### src/rtl/fall_alarm_controller.sv
// fall_alarm_controller: confirms a fall after CONFIRM_CYCLES consecutive
// high samples of fallDetected, latches the alarm until acknowledged, then
// waits COOLDOWN_CYCLES cycles before it can re-arm.
// Optional macro FALL_EVENT_COUNTER_EN adds a saturating 8-bit alarm-entry
// counter output (fallCount).
module fall_alarm_controller #(
  parameter int CONFIRM_CYCLES  = 4,
  parameter int COOLDOWN_CYCLES = 8,
  parameter int CNT_W           = 8
) (
  input  logic       clk,
  input  logic       rst,
  input  logic       fallDetected,
  input  logic       alarmAck,
  output logic       alarmOn,
  output logic       alarmPulse,
  output logic [1:0] state
`ifdef FALL_EVENT_COUNTER_EN
  ,
  output logic [7:0] fallCount
`endif
);

  localparam int MAX_CYC = (CONFIRM_CYCLES > COOLDOWN_CYCLES) ? CONFIRM_CYCLES : COOLDOWN_CYCLES;

  // Reject illegal configurations at elaboration.
  if (CONFIRM_CYCLES < 1 || CONFIRM_CYCLES > 255) begin : g_bad_confirm
    $error("CONFIRM_CYCLES must be in 1..255");
  end
  if (COOLDOWN_CYCLES < 1 || COOLDOWN_CYCLES > 255) begin : g_bad_cooldown
    $error("COOLDOWN_CYCLES must be in 1..255");
  end
  if ($clog2(MAX_CYC) > CNT_W) begin : g_bad_cntw
    $error("CNT_W too narrow for the configured cycle counts");
  end

  localparam logic [CNT_W-1:0] CONF_L     = CNT_W'(CONFIRM_CYCLES);
  localparam logic [CNT_W-1:0] COOL_LAST  = CNT_W'(COOLDOWN_CYCLES - 1);
  localparam logic [CNT_W-1:0] CNT_ONE    = CNT_W'(1);

  typedef enum logic [1:0] {
    S_IDLE     = 2'b00,
    S_CONFIRM  = 2'b01,
    S_ALARM    = 2'b10,
    S_COOLDOWN = 2'b11
  } state_t;

  state_t           state_q, state_d;
  logic [CNT_W-1:0] cnt_q, cnt_d;
  logic [CNT_W-1:0] cnt_inc;
  logic             alarmOn_q, alarmOn_d;
  logic             alarmPulse_q, alarmPulse_d;

  assign cnt_inc = cnt_q + CNT_ONE;

  // Next-state, shared counter and registered-output precomputation.
  always_comb begin
    state_d = state_q;
    cnt_d   = cnt_q;
    unique case (state_q)
      S_IDLE: begin
        if (fallDetected) begin
          if (CONFIRM_CYCLES == 1) begin
            state_d = S_ALARM;
            cnt_d   = '0;
          end else begin
            state_d = S_CONFIRM;
            cnt_d   = CNT_ONE;
          end
        end
      end
      S_CONFIRM: begin
        if (!fallDetected) begin
          state_d = S_IDLE;
          cnt_d   = '0;
        end else if (cnt_inc == CONF_L) begin
          state_d = S_ALARM;
          cnt_d   = '0;
        end else begin
          cnt_d = cnt_inc;
        end
      end
      S_ALARM: begin
        if (alarmAck) begin
          state_d = S_COOLDOWN;
          cnt_d   = '0;
        end
      end
      S_COOLDOWN: begin
        if (cnt_q == COOL_LAST) begin
          state_d = S_IDLE;
          cnt_d   = '0;
        end else begin
          cnt_d = cnt_inc;
        end
      end
      default: begin
        state_d = S_IDLE;
        cnt_d   = '0;
      end
    endcase
    alarmOn_d    = (state_d == S_ALARM);
    alarmPulse_d = (state_d == S_ALARM) && (state_q != S_ALARM);
  end

  // State, counter and output registers with synchronous reset.
  always_ff @(posedge clk) begin
    if (rst) begin
      state_q      <= S_IDLE;
      cnt_q        <= '0;
      alarmOn_q    <= 1'b0;
      alarmPulse_q <= 1'b0;
    end else begin
      state_q      <= state_d;
      cnt_q        <= cnt_d;
      alarmOn_q    <= alarmOn_d;
      alarmPulse_q <= alarmPulse_d;
    end
  end

  assign alarmOn    = alarmOn_q;
  assign alarmPulse = alarmPulse_q;
  assign state      = state_q;

`ifdef FALL_EVENT_COUNTER_EN
  logic [7:0] fallCount_q;

  // Saturating count of alarm entries, stepping with the alarmPulse rise.
  always_ff @(posedge clk) begin
    if (rst) begin
      fallCount_q <= '0;
    end else if (alarmPulse_d && (fallCount_q != '1)) begin
      fallCount_q <= fallCount_q + 8'd1;
    end
  end

  assign fallCount = fallCount_q;
`endif

endmodule

### config.mk
export PLATFORM = sky130hd
export DESIGN_NAME = fall_alarm_controller
export DESIGN_NICKNAME = d
export VERILOG_FILES = /design/src/rtl/fall_alarm_controller.sv
export SDC_FILE = /design/constraint.sdc
export NUM_CORES = 1
export LEC_CHECK = 0
export CAP_MARGIN = 10
export CORE_MARGIN = 2
export CORE_UTILIZATION = 53
export CTS_CLUSTER_DIAMETER = 80
export DETAILED_ROUTE_END_ITERATION = 10
export GPL_TIMING_DRIVEN = 1
export PLACE_DENSITY_LB_ADDON = 0.15
export SLEW_MARGIN = 40
export SYNTH_ARGS = -nofsm -noshare
export SYNTH_HDL_FRONTEND = slang
export SYNTH_SLANG_ARGS = --single-unit
### constraint.sdc
create_clock -name clk -period 1.7 [get_ports clk]
set_input_delay 0.255 -clock clk [delete_from_list [all_inputs] [get_ports clk]]
set_output_delay 0.255 -clock clk [all_outputs]
set_load 0.005 [all_outputs]
; ---- After elaboration in Yosys (flattened, before gate mapping)
; Index checks and enable logic that the tools add are counted.
[classes]
n_addsub = 1
eq_ne = 9
mux = 12
n_reduce_logical = 3
[op_table]
columns = operator, count
row1 = $mux 8, 5
row2 = $pmux 8 s4, 1
row3 = $eq 8x3->1 const B, 2
row4 = $mux 2, 5
row5 = $add 8x1->8 const B, 1
row6 = $pmux 2 s4, 1
row7 = $eq 2x2->1 const B, 3
row8 = $ne 2x2->1 const B, 3
row9 = $eq 2x1->1 const B, 1
row10 = $logic_not 2->1, 1
row11 = $reduce_and 2->1, 1
row12 = $logic_and 1x1->1, 1
[totals]
ff_bits = 12

; ---- Longest topological paths before layout
[depth]
ltp_word = 7
mapped_depth = 7
depth_no_buf = 6

; ---- Worst setup path before layout
; Ideal clock, no wire load.
[synth_path]
path_kind = flip-flop to flip-flop
start = register cnt_q[0]
end = register cnt_q[3]
setup_ns = 0.091
arrival_ns = 1.401
required_ns = 1.609
slack_ns = 0.208
path_stages_with_launch = 7
path_buffers = 1
path_cell_list = dfxtp_1 > ha_1 > and2_1 > a41oi_2 > buf_6 > nand2_1 > a311oi_1
[synth_via]
elab_chain_cells = 5
elab_cells_between_ends = 7
classes_between = add/sub: 1 / eq/ne: 2 / mux: 4
[synth_lines]
columns = element, line_no
row1 = "start, declared", 49  ; logic [CNT_W-1:0] cnt_q, cnt_d;
row2 = "start signal, assigned", 115  ; cnt_q <= cnt_d;
row3 = $add 8x1->8, 54  ; assign cnt_inc = cnt_q + CNT_ONE;
row4 = $eq 8x3->1, 76  ; end else if (cnt_inc == CONF_L) begin
row5 = $mux 8, 76
row6 = $mux 8, 73  ; if (!fallDetected) begin
row7 = $pmux 8 s4 *, 60  ; unique case (state_q)
; Every way passes the cells marked *; elsewhere a longest branch is shown, timed or not.
; A chain may end at the register's enable or synchronous reset.

; ---- Worst setup path in the final report
[layout_path]
start = register state_q[1], in the netlist state[1]
end = output port state[1]
[layout_rtl]
columns = element, line_no
row1 = "start, declared", 48  ; state_t state_q, state_d;
row2 = "start signal, assigned", 114  ; state_q <= state_d;
row3 = "end, declared", 17  ; output logic [1:0] state
; No word-level cell between the ends.

==> metrics.md <==
| Metric | Value |
|---|---|
| Synthesized area per cell | `8.77 um^2` |
| Critical path buffers and inverters | `1` |
| Setup crit end kind | `primary output` |
| Root buffer cell | `sky130_fd_sc_hd__clkbuf_4` |
| Layout-stage area growth over the synthesis result | `23.1%` |
| Leakage power | `0.318 nW` |
| Die height | `approximately 41 um` |
| Post-synth EDFFs | `0` |
| Sequence of cells on the critical path | `clkdlybuf4s50_1` |
| Final routed wire length divided by cell count | `around 14 um` |
| Worst slack on hold paths | `~550 ps` |
| Routed wire length | `around 1600 um` |
| Slew of the pin with the lowest slew margin | `about 360 ps` |
| Net count after synthesis | `between 80 and 90` |
| Power per cell area | `~640 nW/um^2` |
| Setup WS post-layout | `about 120 ps` |
| Share of async-settable or async-resettable flops after synthesis | `0` |
| Clock Skew | `7.61 ps` |
| Reg clk slew, reported paths | `roughly 80 ps` |
| Run status | `completed` |
| Final Max Tran Viols | `0` |
| Mapped cell area | `737 um^2` |
| Antenna Nets Post-Route | `0` |
| Multi-input gate area | `~440 um^2` |
| Total number of H-tree levels | `1` |
| Required time of the critical path | `roughly 1400 ps` |
| Clk sink count | `12` |
| Total via count after detailed routing | `~680` |
| Starting DRT DRC Count | `21` |
| Initial Util | `0.566` |
| Highest attainable clock frequency | `~630 MHz` |
| Fraction of the yosys area taken by sequential cells | `0.326` |
| Final setup viols | `0` |
| Maximum number of pins on one net before global-route repair | `10` |
| Post-synthesis sequential element count | `12` |
| Dominant register cell in the synthesized netlist | `sky130_fd_sc_hd__dfxtp_1` |
| Number of global-route vias before repair | `530` |
| Diode insertion count for antenna repair | `0` |
| Number of antenna violations at the first check in global routing | `0` |
| Maxcap violations | `0` |
| Number of buffers added to fix hold violations after cts | `0` |
| Largest incremental delay on the critical path | `around 560 ps` |
| Buffers from clock root to sink, at most | `2` |
| Post-CTS setup buffers | `0` |
| Synthesis Warnings | `0` |
| CTS tree | `done` |
| Number of vias per cell | `5.85` |
| Final standard cell area without fillers | `a little over 900 um^2` |
| Crit path max-delay cell type | `sky130_fd_sc_hd__clkdlybuf4s50_1` |
| Maximum resistive drop on vdd | `roughly 0.38 mV` |
| Cells taking the most area after synthesis | `sky130_fd_sc_hd__dfxtp_1 (33%), sky130_fd_sc_hd__a21oi_1 (4.8%), sky130_fd_sc_hd__o21ai_0 (4.8%)` |
| IO Count | `8` |
| Classification of the worst setup path | `register to primary output` |
| Unrepaired setup endpoints after global routing | `no` |
| Fraction of layout cells with a size suffix above 1 | `0.257` |
| Die Outline Area | `1700 um^2` |
| Placement Rows | `13` |
| Total gr overflow | `0` |
| Area after detailed placement | `858 um^2` |
| Hold Fails Final Rpt | `0` |
| Clock latency at the later pin of the worst-skew pair | `~280 ps` |
| Port-buffer cells | `7` |
| Distinct cells, synth | `38` |
| Post-CTS resize count | `0` |
| Drt drc | `0` |
| Path class of the lowest-slack min-delay path | `register to register` |
| Placed Cells incl. Taps | `112` |
| Kind of cell adding the most delay to the critical path | `buffers and inverters` |
| HPWL Detailed | `between 1000 and 1500 um` |
| Die X | `a little over 40 um` |
| Total number of nets in the final design | `roughly 110` |
| Detailed-router iteration count before antenna repair | `4` |
| Gate count of the mapped netlist | `84` |
| Placer Congestion | `roughly 0.74` |
| Min Tclk post-route | `roughly 1600 ps` |
| Total routing usage reported by global routing | `0.214` |
| Number of standard cells in the layout, taps in and fillers out | `about 120` |
| Sequential cell area | `about 240 um^2` |
| CP Max Fanout | `8` |
| Category of the worst setup path launch point | `register` |
| Floorplan Core Area | `1300 um^2` |
| Overall power | `between 0.5 and 0.6 mW` |
| Headroom to the max-slew limit | `0.760` |
| First-pass GRT wire length | `around 2300 um` |
| Largest area contributor in the netlist | `sky130_fd_sc_hd__dfxtp_1` |
| Share of the clock period used by the worst path | `0.930` |
| Area fraction of the dominant cell type after synthesis | `0.326` |
| Number of filler cells placed in the layout | `roughly 120` |
| Worst-case register-to-register setup slack | `between 100 and 150 ps` |
| Cts bufs inserted | `3` |
| Arrival time of the worst setup path | `about 1300 ps` |
| Post-Place Setup Slack | `-79.2 ps` |
## state kept, by name, summed over array words and instances (netlist names)
signal and count:
alarmPulse 1, state 2, alarmOn 1, cnt_q 8
## per-stage QoR
step                      setup TNS, ps   util
after floorplan                       0      -
after detailed placement           -174  0.660
after global placement            -56.4  0.660
final                                 0  0.697
after global routing                  0  0.697
after CTS                             0  0.688
## layout by cell type, fill, tap and decap left out, types with 2 or more instances in the layout
cell	count
sky130_fd_sc_hd__a21oi_1	7
sky130_fd_sc_hd__a311oi_1	2
sky130_fd_sc_hd__a31oi_1	3
sky130_fd_sc_hd__buf_4	11
sky130_fd_sc_hd__clkbuf_4	3
sky130_fd_sc_hd__clkdlybuf4s50_1	7
sky130_fd_sc_hd__dfxtp_1	12
sky130_fd_sc_hd__inv_1	5
sky130_fd_sc_hd__nand2_1	6
sky130_fd_sc_hd__nand2b_1	2
sky130_fd_sc_hd__nand4_1	3
sky130_fd_sc_hd__nor2_1	4
sky130_fd_sc_hd__nor3_1	3
sky130_fd_sc_hd__o21ai_0	7
## report_power, final
group          internal, mW  switching, mW  total [mW]
sequential            0.285        0.00321       0.288
combinational        0.0317         0.0289      0.0606
clock                 0.130          0.102       0.232
## per-layer routing
layer,part of all wire,track usage,up-vias
met1,0.50,0.276,316
met5,0,0,-
met2,0.47,0.352,11
met3,0.024,0.0319,2
li1,-,-,350
met4,0.0074,0.0968,0
## logic make-up (layout without fill, tap and decap cells)
family / Yosys count / after routing / synth area share
AO/OA/AOI/OAI: 30 / 30 / 0.297
AND/OR/NAND/NOR: 30 / 30 / 0.255
flip-flops: 12 / 12 / 0.326
buffers and inverters: 10 / 27 / 0.0934
adder cells (fa/ha/maj): 1 / 1 / 0.0170
XOR/XNOR: 1 / 1 / 0.0119
## worst paths after layout
| check | from | end | cells after the start |
|---|---|---|---|
| max | state[1] | state[1] | 1 |
| min | cnt_q[3] | cnt_q[3] | 1 |
| max reg2reg | cnt_q[0] | state[0] | 6 |
| min reg2reg | cnt_q[3] | cnt_q[3] | 1 |
## cell type report
cell class,count,area share
Timing Repair Buffer,18,0.168
Sequential cell,12,0.265
Clock buffer,4,0.0400
Inverter,5,0.0207
Tap cell,15,0.0207
Multi-Input combinational cell,62,0.486
## cell usage after synthesis, types with 2 or more instances
| cell | instances |
|---|---|
| sky130_fd_sc_hd__buf_6 | 3 |
| sky130_fd_sc_hd__a41oi_2 | 2 |
| sky130_fd_sc_hd__o21ai_0 | 7 |
| sky130_fd_sc_hd__a21oi_1 | 7 |
| sky130_fd_sc_hd__dfxtp_1 | 12 |
| sky130_fd_sc_hd__nand2b_1 | 2 |
| sky130_fd_sc_hd__a31oi_1 | 3 |
| sky130_fd_sc_hd__inv_1 | 5 |
| sky130_fd_sc_hd__nor2_1 | 4 |
| sky130_fd_sc_hd__nand2_1 | 6 |
| sky130_fd_sc_hd__nor3_1 | 3 |
| sky130_fd_sc_hd__a311oi_1 | 2 |
| sky130_fd_sc_hd__nand4_1 | 3 |
Power figures use the tool's default switching activity.
